### config.mk
export PLATFORM = sky130hd
export DESIGN_NAME = instruction_fetch
export DESIGN_NICKNAME = d
export VERILOG_FILES = /design/src/rtl/mips_fetch_pkg.sv /design/src/rtl/fetch_pipe_reg.sv /design/src/rtl/instruction_fetch.sv
export SDC_FILE = /design/constraint.sdc
export NUM_CORES = 1
export LEC_CHECK = 0
export CAP_MARGIN = 10
export CELL_PAD_IN_SITES_DETAIL_PLACEMENT = 0
export CELL_PAD_IN_SITES_GLOBAL_PLACEMENT = 2
export CORE_MARGIN = 3
export CORE_UTILIZATION = 30
export CTS_BUF_LIST = sky130_fd_sc_hd__clkbuf_16
export DETAILED_ROUTE_END_ITERATION = 10
export PLACE_DENSITY_LB_ADDON = 0.12
export SYNTH_ARGS = -nofsm -noshare
export SYNTH_HDL_FRONTEND = slang
export SYNTH_HIERARCHICAL = 1
export SYNTH_SLANG_ARGS = --single-unit
### constraint.sdc
create_clock -name clk -period 3.6 [get_ports clk]
set_input_delay 0.72 -clock clk [delete_from_list [all_inputs] [get_ports clk]]
set_output_delay 0.72 -clock clk [all_outputs]
set_load 0.05 [all_outputs]
### src/rtl/mips_fetch_pkg.sv
// Shared types and constants for the instruction-fetch stage.
package mips_fetch_pkg;

    localparam int unsigned ADDR_W    = 32;
    localparam int unsigned INSTR_W   = 32;
    localparam logic [ADDR_W-1:0]  PC_STEP   = 32'd4;
    localparam logic [INSTR_W-1:0] NOP_INSTR = 32'h0000_0000;

    typedef enum logic [1:0] {
        BOOT,
        RUN,
        HALT
    } fetch_state_t;

    // Force a byte address onto a word boundary.
    function automatic logic [ADDR_W-1:0] align_word(input logic [ADDR_W-1:0] addr);
        return addr & ~32'h3;
    endfunction

endpackage

### src/rtl/fetch_pipe_reg.sv
// Generic pipeline register with valid/ready handshake and flush.
// Flush beats load, and load beats a plain consume.
module fetch_pipe_reg #(
    parameter int unsigned       DataW    = 32,
    parameter logic [DataW-1:0]  ResetVal = '0
) (
    input  logic             clk_i,
    input  logic             rst_i,
    input  logic             flush_i,
    input  logic             in_valid_i,
    output logic             in_ready_o,
    input  logic [DataW-1:0] in_data_i,
    output logic             out_valid_o,
    input  logic             out_ready_i,
    output logic [DataW-1:0] out_data_o
);

    logic             valid_q, valid_d;
    logic [DataW-1:0] data_q, data_d;

    assign in_ready_o = !valid_q || out_ready_i;

    always_comb begin
        valid_d = valid_q;
        data_d  = data_q;
        if (flush_i) begin
            valid_d = 1'b0;
        end else if (in_valid_i && in_ready_o) begin
            valid_d = 1'b1;
            data_d  = in_data_i;
        end else if (out_ready_i) begin
            valid_d = 1'b0;
        end
    end

    always_ff @(posedge clk_i or posedge rst_i) begin
        if (rst_i) begin
            valid_q <= 1'b0;
            data_q  <= ResetVal;
        end else begin
            valid_q <= valid_d;
            data_q  <= data_d;
        end
    end

    assign out_valid_o = valid_q;
    assign out_data_o  = data_q;

endmodule

### src/rtl/instruction_fetch.sv
// Instruction fetch stage: PC, BOOT/RUN/HALT control and IF/ID register.
// Define FETCH_BOUNDS_CHECK_EN to fault and halt on fetches beyond MEM_WORDS.
module instruction_fetch
    import mips_fetch_pkg::*;
#(
    parameter logic [31:0] RESET_PC  = 32'h0000_0000,
    parameter int unsigned MEM_WORDS = 256
) (
    input  logic               clk,
    input  logic               reset,
    output logic [ADDR_W-1:0]  imem_addr,
    input  logic [INSTR_W-1:0] imem_instr,
    input  logic               redirect_valid,
    input  logic [ADDR_W-1:0]  redirect_target,
    input  logic               halt,
    output logic               out_valid,
    input  logic               out_ready,
    output logic [INSTR_W-1:0] out_instr,
    output logic [ADDR_W-1:0]  out_pc,
    output logic [ADDR_W-1:0]  out_pc_plus4,
    output logic               halted,
    output logic [31:0]        fetch_count,
    output logic               fetch_fault
);

    localparam int unsigned PipeW = INSTR_W + 2 * ADDR_W;

    fetch_state_t      state_q, state_d;
    logic [ADDR_W-1:0] pc_q, pc_d;
    logic [31:0]       count_q, count_d;
    logic              slot_free;
    logic              fetch_go;
    logic              in_range;
    logic              capture;
    logic              flush;
    logic [PipeW-1:0]  pipe_in, pipe_out;

`ifdef FETCH_BOUNDS_CHECK_EN
    logic fault_q, fault_d;
    assign in_range    = {2'b00, pc_q[ADDR_W-1:2]} < MEM_WORDS;
    assign fetch_fault = fault_q;
`else
    logic unused_mem_words;
    assign unused_mem_words = ^MEM_WORDS;
    assign in_range         = 1'b1;
    assign fetch_fault      = 1'b0;
`endif

    // A fetch is attempted only in RUN with a free slot and no redirect or halt.
    assign fetch_go = (state_q == RUN) && slot_free && !redirect_valid && !halt;
    assign capture  = fetch_go && in_range;
    assign flush    = redirect_valid && (state_q != BOOT);

    always_comb begin
        state_d = state_q;
        pc_d    = pc_q;
        count_d = count_q;
`ifdef FETCH_BOUNDS_CHECK_EN
        fault_d = fault_q;
`endif
        unique case (state_q)
            BOOT: state_d = RUN;
            RUN: begin
                if (redirect_valid) begin
                    pc_d = align_word(redirect_target);
                end else if (halt) begin
                    state_d = HALT;
                end else if (capture) begin
                    pc_d    = pc_q + PC_STEP;
                    count_d = count_q + 32'd1;
                end
`ifdef FETCH_BOUNDS_CHECK_EN
                else if (fetch_go) begin
                    fault_d = 1'b1;
                    state_d = HALT;
                end
`endif
            end
            HALT: begin
                if (redirect_valid) begin
                    pc_d    = align_word(redirect_target);
                    state_d = RUN;
                end
            end
            default: state_d = BOOT;
        endcase
    end

    always_ff @(posedge clk or posedge reset) begin
        if (reset) begin
            state_q <= BOOT;
            pc_q    <= RESET_PC;
            count_q <= 32'd0;
`ifdef FETCH_BOUNDS_CHECK_EN
            fault_q <= 1'b0;
`endif
        end else begin
            state_q <= state_d;
            pc_q    <= pc_d;
            count_q <= count_d;
`ifdef FETCH_BOUNDS_CHECK_EN
            fault_q <= fault_d;
`endif
        end
    end

    assign pipe_in = {imem_instr, pc_q, pc_q + PC_STEP};

    fetch_pipe_reg #(
        .DataW    (PipeW),
        .ResetVal ({NOP_INSTR, {(2 * ADDR_W){1'b0}}})
    ) u_if_id (
        .clk_i       (clk),
        .rst_i       (reset),
        .flush_i     (flush),
        .in_valid_i  (capture),
        .in_ready_o  (slot_free),
        .in_data_i   (pipe_in),
        .out_valid_o (out_valid),
        .out_ready_i (out_ready),
        .out_data_o  (pipe_out)
    );

    assign out_instr    = pipe_out[PipeW-1 -: INSTR_W];
    assign out_pc       = pipe_out[2*ADDR_W-1 -: ADDR_W];
    assign out_pc_plus4 = pipe_out[ADDR_W-1:0];

    assign imem_addr   = pc_q;
    assign halted      = (state_q == HALT);
    assign fetch_count = count_q;

endmodule

# Word-level counts from Yosys, hierarchy flattened
# Index checks and enable logic that the tools add are counted.
dict set report word_totals {
  ff_bits 163
  output_inout_bits 163
}
dict set report classes {
  bitwise 3
  n_reduce_logical 17
  eq_ne 7
  add_sub_neg 2
  mux 12
}
# operator count
set ops {}
lappend ops {{32-bit two-way mux} 4}
lappend ops {{32-bit case mux with 2 select lines} 1}
lappend ops {{32-bit by 1-bit adder with 32-bit output, second input constant} 1}
lappend ops {{32-bit by 3-bit adder with 32-bit output, second input constant} 1}
lappend ops {{4-bit AND reduction} 2}
lappend ops {{2-bit two-way mux} 3}
lappend ops {{2-bit != test, second input constant} 3}
lappend ops {{2-bit case mux with 3 select lines} 1}
lappend ops {{1-bit logical AND} 5}
lappend ops {{2-bit nonzero test} 2}
lappend ops {{1-bit zero test} 3}
lappend ops {{1-bit two-way mux} 3}
lappend ops {{3-bit by 2-bit != test with 1-bit output, second input constant} 1}
lappend ops {{3-bit != test, second input constant} 1}
lappend ops {{1-bit inverter} 3}
lappend ops {{3-bit AND reduction} 1}
lappend ops {{3-bit nonzero test} 1}
lappend ops {{2-bit by 1-bit equality test with 1-bit output, second input constant} 1}
lappend ops {{2-bit equality test, second input constant} 1}
lappend ops {{2-bit zero test} 1}
lappend ops {{2-bit AND reduction} 1}
lappend ops {{1-bit logical OR} 1}

# Longest topological paths before layout
dict set report depth {
  ltp_word 9
  ltp_mapped 9
  depth_no_buf 7
}

# Cells and area by module
# The synthesis kept the hierarchy.
# module n_inst area_each_um2 cells_each
set by_module_without_submodules {}
lappend by_module_without_submodules {instruction_fetch 1 4071.4 441}
lappend by_module_without_submodules {fetch_pipe_reg 1 3628.5 209}

# Worst setup path before layout
# No wires, ideal clock.
dict set report synth_path {
  path_type {input-to-reg}
  from {input redirect_valid}
  to {register u_if_id.data_q[42] (netlist: u_if_id/out_data_o[42])}
  n_path_buf 3
  slack_ns 1.022
  t_arrival_ns 2.450
  stages 7
  required_ns 3.472
  cell_sequence {clkbuf_1 nand2b_1 nor3_2 nor3b_4 buf_4 buf_6 mux2_1}
}
dict set report synth_via {
  elab_chain_len 5
  word_cells_on_any_way 7
}
# element line_no
set synth_lines {}
lappend synth_lines {{start, declared} instruction_fetch.sv:13} ;# input logic redirect_valid,
lappend synth_lines {{1-bit zero test} instruction_fetch.sv:50} ;# assign fetch_go = (state_q == RUN) && slot_free && !redirect_valid && !halt;
lappend synth_lines {{1-bit logical AND (2 in series)} instruction_fetch.sv:50}
lappend synth_lines {{via capture} instruction_fetch.sv:34} ;# logic capture;
lappend synth_lines {{1-bit logical AND} fetch_pipe_reg.sv:28} ;# end else if (in_valid_i && in_ready_o) begin
lappend synth_lines {{2-bit AND reduction (no line)} n/a}
lappend synth_lines {{end signal, assigned} fetch_pipe_reg.sv:39} ;# data_q <= ResetVal;
lappend synth_lines {{end signal, assigned} fetch_pipe_reg.sv:42} ;# data_q <= data_d;
lappend synth_lines {{end, declared} fetch_pipe_reg.sv:19} ;# logic [DataW-1:0] data_q, data_d;
# The timed path passes the listed nets, and every way through them passes these cells.
# A chain may end at the register's enable or synchronous reset.

# Worst setup path in the final report
dict set report layout_path {
  from {register state_q[1]}
  to {output halted}
}
dict set report layout_via {
  elab_chain_len 1
}
# element line_no
set layout_lines {}
lappend layout_lines {{start, declared} instruction_fetch.sv:28} ;# fetch_state_t state_q, state_d;
lappend layout_lines {{start signal, assigned} instruction_fetch.sv:98} ;# state_q <= state_d;
lappend layout_lines {{2-bit equality test} instruction_fetch.sv:129} ;# assign halted = (state_q == HALT);
lappend layout_lines {{end, declared} instruction_fetch.sv:21} ;# output logic halted,
# No other way between the ends.

==> impl_results.md <==
- Post-Synthesis Cells: 650
- # hold bufs at CTS: 0
- Post-Route WL: 21.51 mm
- # clock sinks: 161
- Largest net degree at the start of global routing: 47
- GR Util met2: 26.48%
- DR pass1 iterations: 4
- Initial Util: 30.58%
- Maximum clock frequency: 348.3 MHz
- Number of I/O port buffers: 226
- Die Area: 27620 um^2
- CTS buffer count: 17
- M3 GR Usage: 3.309%
- HPWL after DPL: 15.59 mm
- Critical path buffer and inverter count: 2
- Final hold viol count: 0
- Layout cell share with drive strength beyond 1: 14.07%
- Worst-path cell chain: nand2b_1, inv_1, clkdlybuf4s50_1
- Tmin final: 2.871 ns
- Post-route ant nets: 0
- Synth Area per Inst: 11.85 um^2
- Worst r2r dst: u_if_id/out_data_o[24]
- CP max FO: 10
- CP max stage delay: 0.82 ns
- All-Layer GR Usage: 15.61%
- Clk_lat worst skew: 0.43 ns
- Top Ports: 232
- CTS root buf: clkbuf_16
- Die Wd: 166.2 um
- Max_cap viols: 0
- WL/cell: 18.06 um
- Period utilization: 79.76%
- Pwr/cell area: 902.2 nW/um^2
- Critical path's slowest cell: clkdlybuf4s50_1
- Area share of the largest cell type after synthesis: 52.32%
- # fillers: 2388
- CP Data Arrival Time: 2.15 ns
- Register-to-Register Setup Slack: 1.20 ns
- DRT iter0 DRCs: 236
- Area leader, netlist: dfrtp_1
- First-pass GRT wire length: 34.37 mm
- Top post-synthesis cells by area: dfrtp_1, mux2_2, mux2_1
- CTS resizes: 0
- Synth unique cells: 58
- Outcome: finished clean
- Initial antenna violation count: 0
- DR vias/cell: 4.737
- Residual DRC: 0
- FP Rows: 58
- CP endpoint kind: primary output
- CTS tree: yes
- Ys flop type: dfrtp_1
- # setup viols final: 0
- Gr ovfl total: 0
- Worst path top cell family by delay: buffers and inverters
- Ys Warns: 6
- Die H: 166.2 um
- Hold_sp: fetch_count[31]
- Register bit count reported by yosys: 161
- Post-synthesis sequential area ratio: 52.32%
- R2r startpoint: imem_addr[2]
- Total power: 9.695 mW
- Slew of the pin with the lowest slew margin: 0.9932 ns
- Crit path launch type: flip-flop
- Skew final: 0.01881 ns
- Post-synth EDFFs: 0
- Worst slew margin: 33.79%
- Worst Hold Class: reg2reg
- Vias in the first global route: 5889
- Clk slew on worst S/H paths: 0.06 ns
- Core area: 25180 um^2
- Max Slew Vio Count: 0
- GR Util met1: 20.08%
- Worst min-delay path endpoint: fetch_count[31]
- Finished Core Util: 42.67%
- Deepest clock path buffer count: 2
- Leak pwr: 4.343 nW
- Fraction of registers with async set/reset: 100.0%
- H-tree levels: 4
- Worst endpoint required time: 2.88 ns
- Global route hottest layer: met2
- Setup repair bufs after CTS: 0
- FF-to-FF path depth: 6
- Area Growth Syn to Fin: 39.55%
- Synthesized cell area: 7700 um^2
- Setup_tns: 0 ns
- Via count: 5642
- Global placement routability congestion: 0.7324
- Worst VDD drop: 0.0004234 V
- Hold path cells: 1
- Kind of critical path: reg2out
- Fin nets: 918
- RSZ-0062 raised after global routing: no
==> through the flow <==
step	hold WS, ns	instance area, um^2	setup slack (ns)	cells
after floorplan	0.4825	7722	0.3463	656
final	0.4830	10750	0.7288	1191
after detailed placement	0.4737	10110	0.5298	1158
after global placement	0.4615	10110	0.5612	1158
after CTS	0.4829	10740	0.6902	1190
after global routing	0.5027	10740	0.6220	1190
==> report_power, final <==
| group | internal, mW | switching, mW | total (mW) |
|---|---|---|---|
| Sequential | 2.43 | 0.555 | 2.99 |
| Combinational | 1.67 | 3.06 | 4.74 |
| Clock | 1.17 | 0.795 | 1.97 |
| Total | 5.28 | 4.41 | 9.69 |
==> cells in the mapped netlist (all sizes together), types with 7 or more instances <==
library cell / number
dfrtp: 161
mux2: 97
buf: 54
xnor2: 47
nand2: 41
nand3: 34
a21oi: 22
nor2: 22
o21ai: 20
nand4: 16
clkbuf: 13
xor2: 12
a2bb2oi: 11
o22ai: 11
inv: 10
and3: 9
and4: 8
nand2b: 7
nor3: 7
==> routing by layer <==
metal | part of all wire, % | routed length (um) | up-vias
met1 | 44 | 9497 | 2818
met2 | 50 | 10670 | 141
met5 | 0 | 0 | -
met4 | 1.9 | 398 | 0
li1 | - | - | 2663
met3 | 4.4 | 947 | 20
==> layout make-up <==
cell class	instances	area, um^2	area share [%]
Sequential cell	161	4029	37.49
Tap cell	330	412.9	3.843
Clock inverter	15	203.9	1.898
Timing Repair Buffer	239	2397	22.31
Clock buffer	17	425.4	3.959
Inverter	10	41.29	0.3843
Antenna cell	1	2.502	0.02329
Multi-Input combinational cell	418	3233	30.09
==> layout by cell type, fill, tap and decap left out, types with 11 or more instances in the layout <==
master / synthesis / routed
o22ai_1: 11 / 11
xor2_1: 12 / 12
nand4_1: 14 / 14
xnor2_1: 47 / 47
o21ai_0: 19 / 19
nor2_1: 22 / 21
mux2_2: 57 / 57
clkbuf_16: 0 / 17
nand2_1: 40 / 40
a21oi_1: 22 / 22
nand3_1: 32 / 32
clkdlybuf4s50_1: 0 / 226
dfrtp_1: 161 / 161
mux2_1: 40 / 40
a2bb2oi_1: 11 / 11
==> worst register-to-register path, cell delays in order, from the launching register on <==
cell     delay (ns)
dfrtp_1        0.50
ha_1           0.33
nand2_2        0.15
nor4_1         0.63
nand3_1        0.23
xnor2_1        0.18
mux2_2         0.26
==> registers in the layout, summed over array words and instances, names as in the netlist <==
name                 cells
state_q                  2
imem_addr               30
fetch_count             32
u_if_id/out_valid_o      1
u_if_id/out_data_o      96
==> how the worst max path moves through the flow <==
stage,end,startpoint,slack (ns),cells past startpoint
after floorplan,u_if_id/out_data_o[0],reset,0.35,1
after global placement,u_if_id/out_data_o[31],out_ready,0.56,8
after CTS,halted,state_q[1],0.69,3
after global routing,halted,state_q[1],0.62,3
after detailed placement,u_if_id/out_data_o[84],out_ready,0.53,8
final,halted,state_q[1],0.73,3
==> cell families after synthesis <==
kind of cell               share of synthesized area [%]
and+or+nand+nor                                    12.41
DFF                                                52.32
muxes                                              14.58
AOI/OAI and AO/OA                                  7.377
buffers and inverters                              6.224
xor gates and xnor gates                           6.711
adders and majority gates                         0.3249
other                                            0.04870
Power figures use the tool's default switching activity.
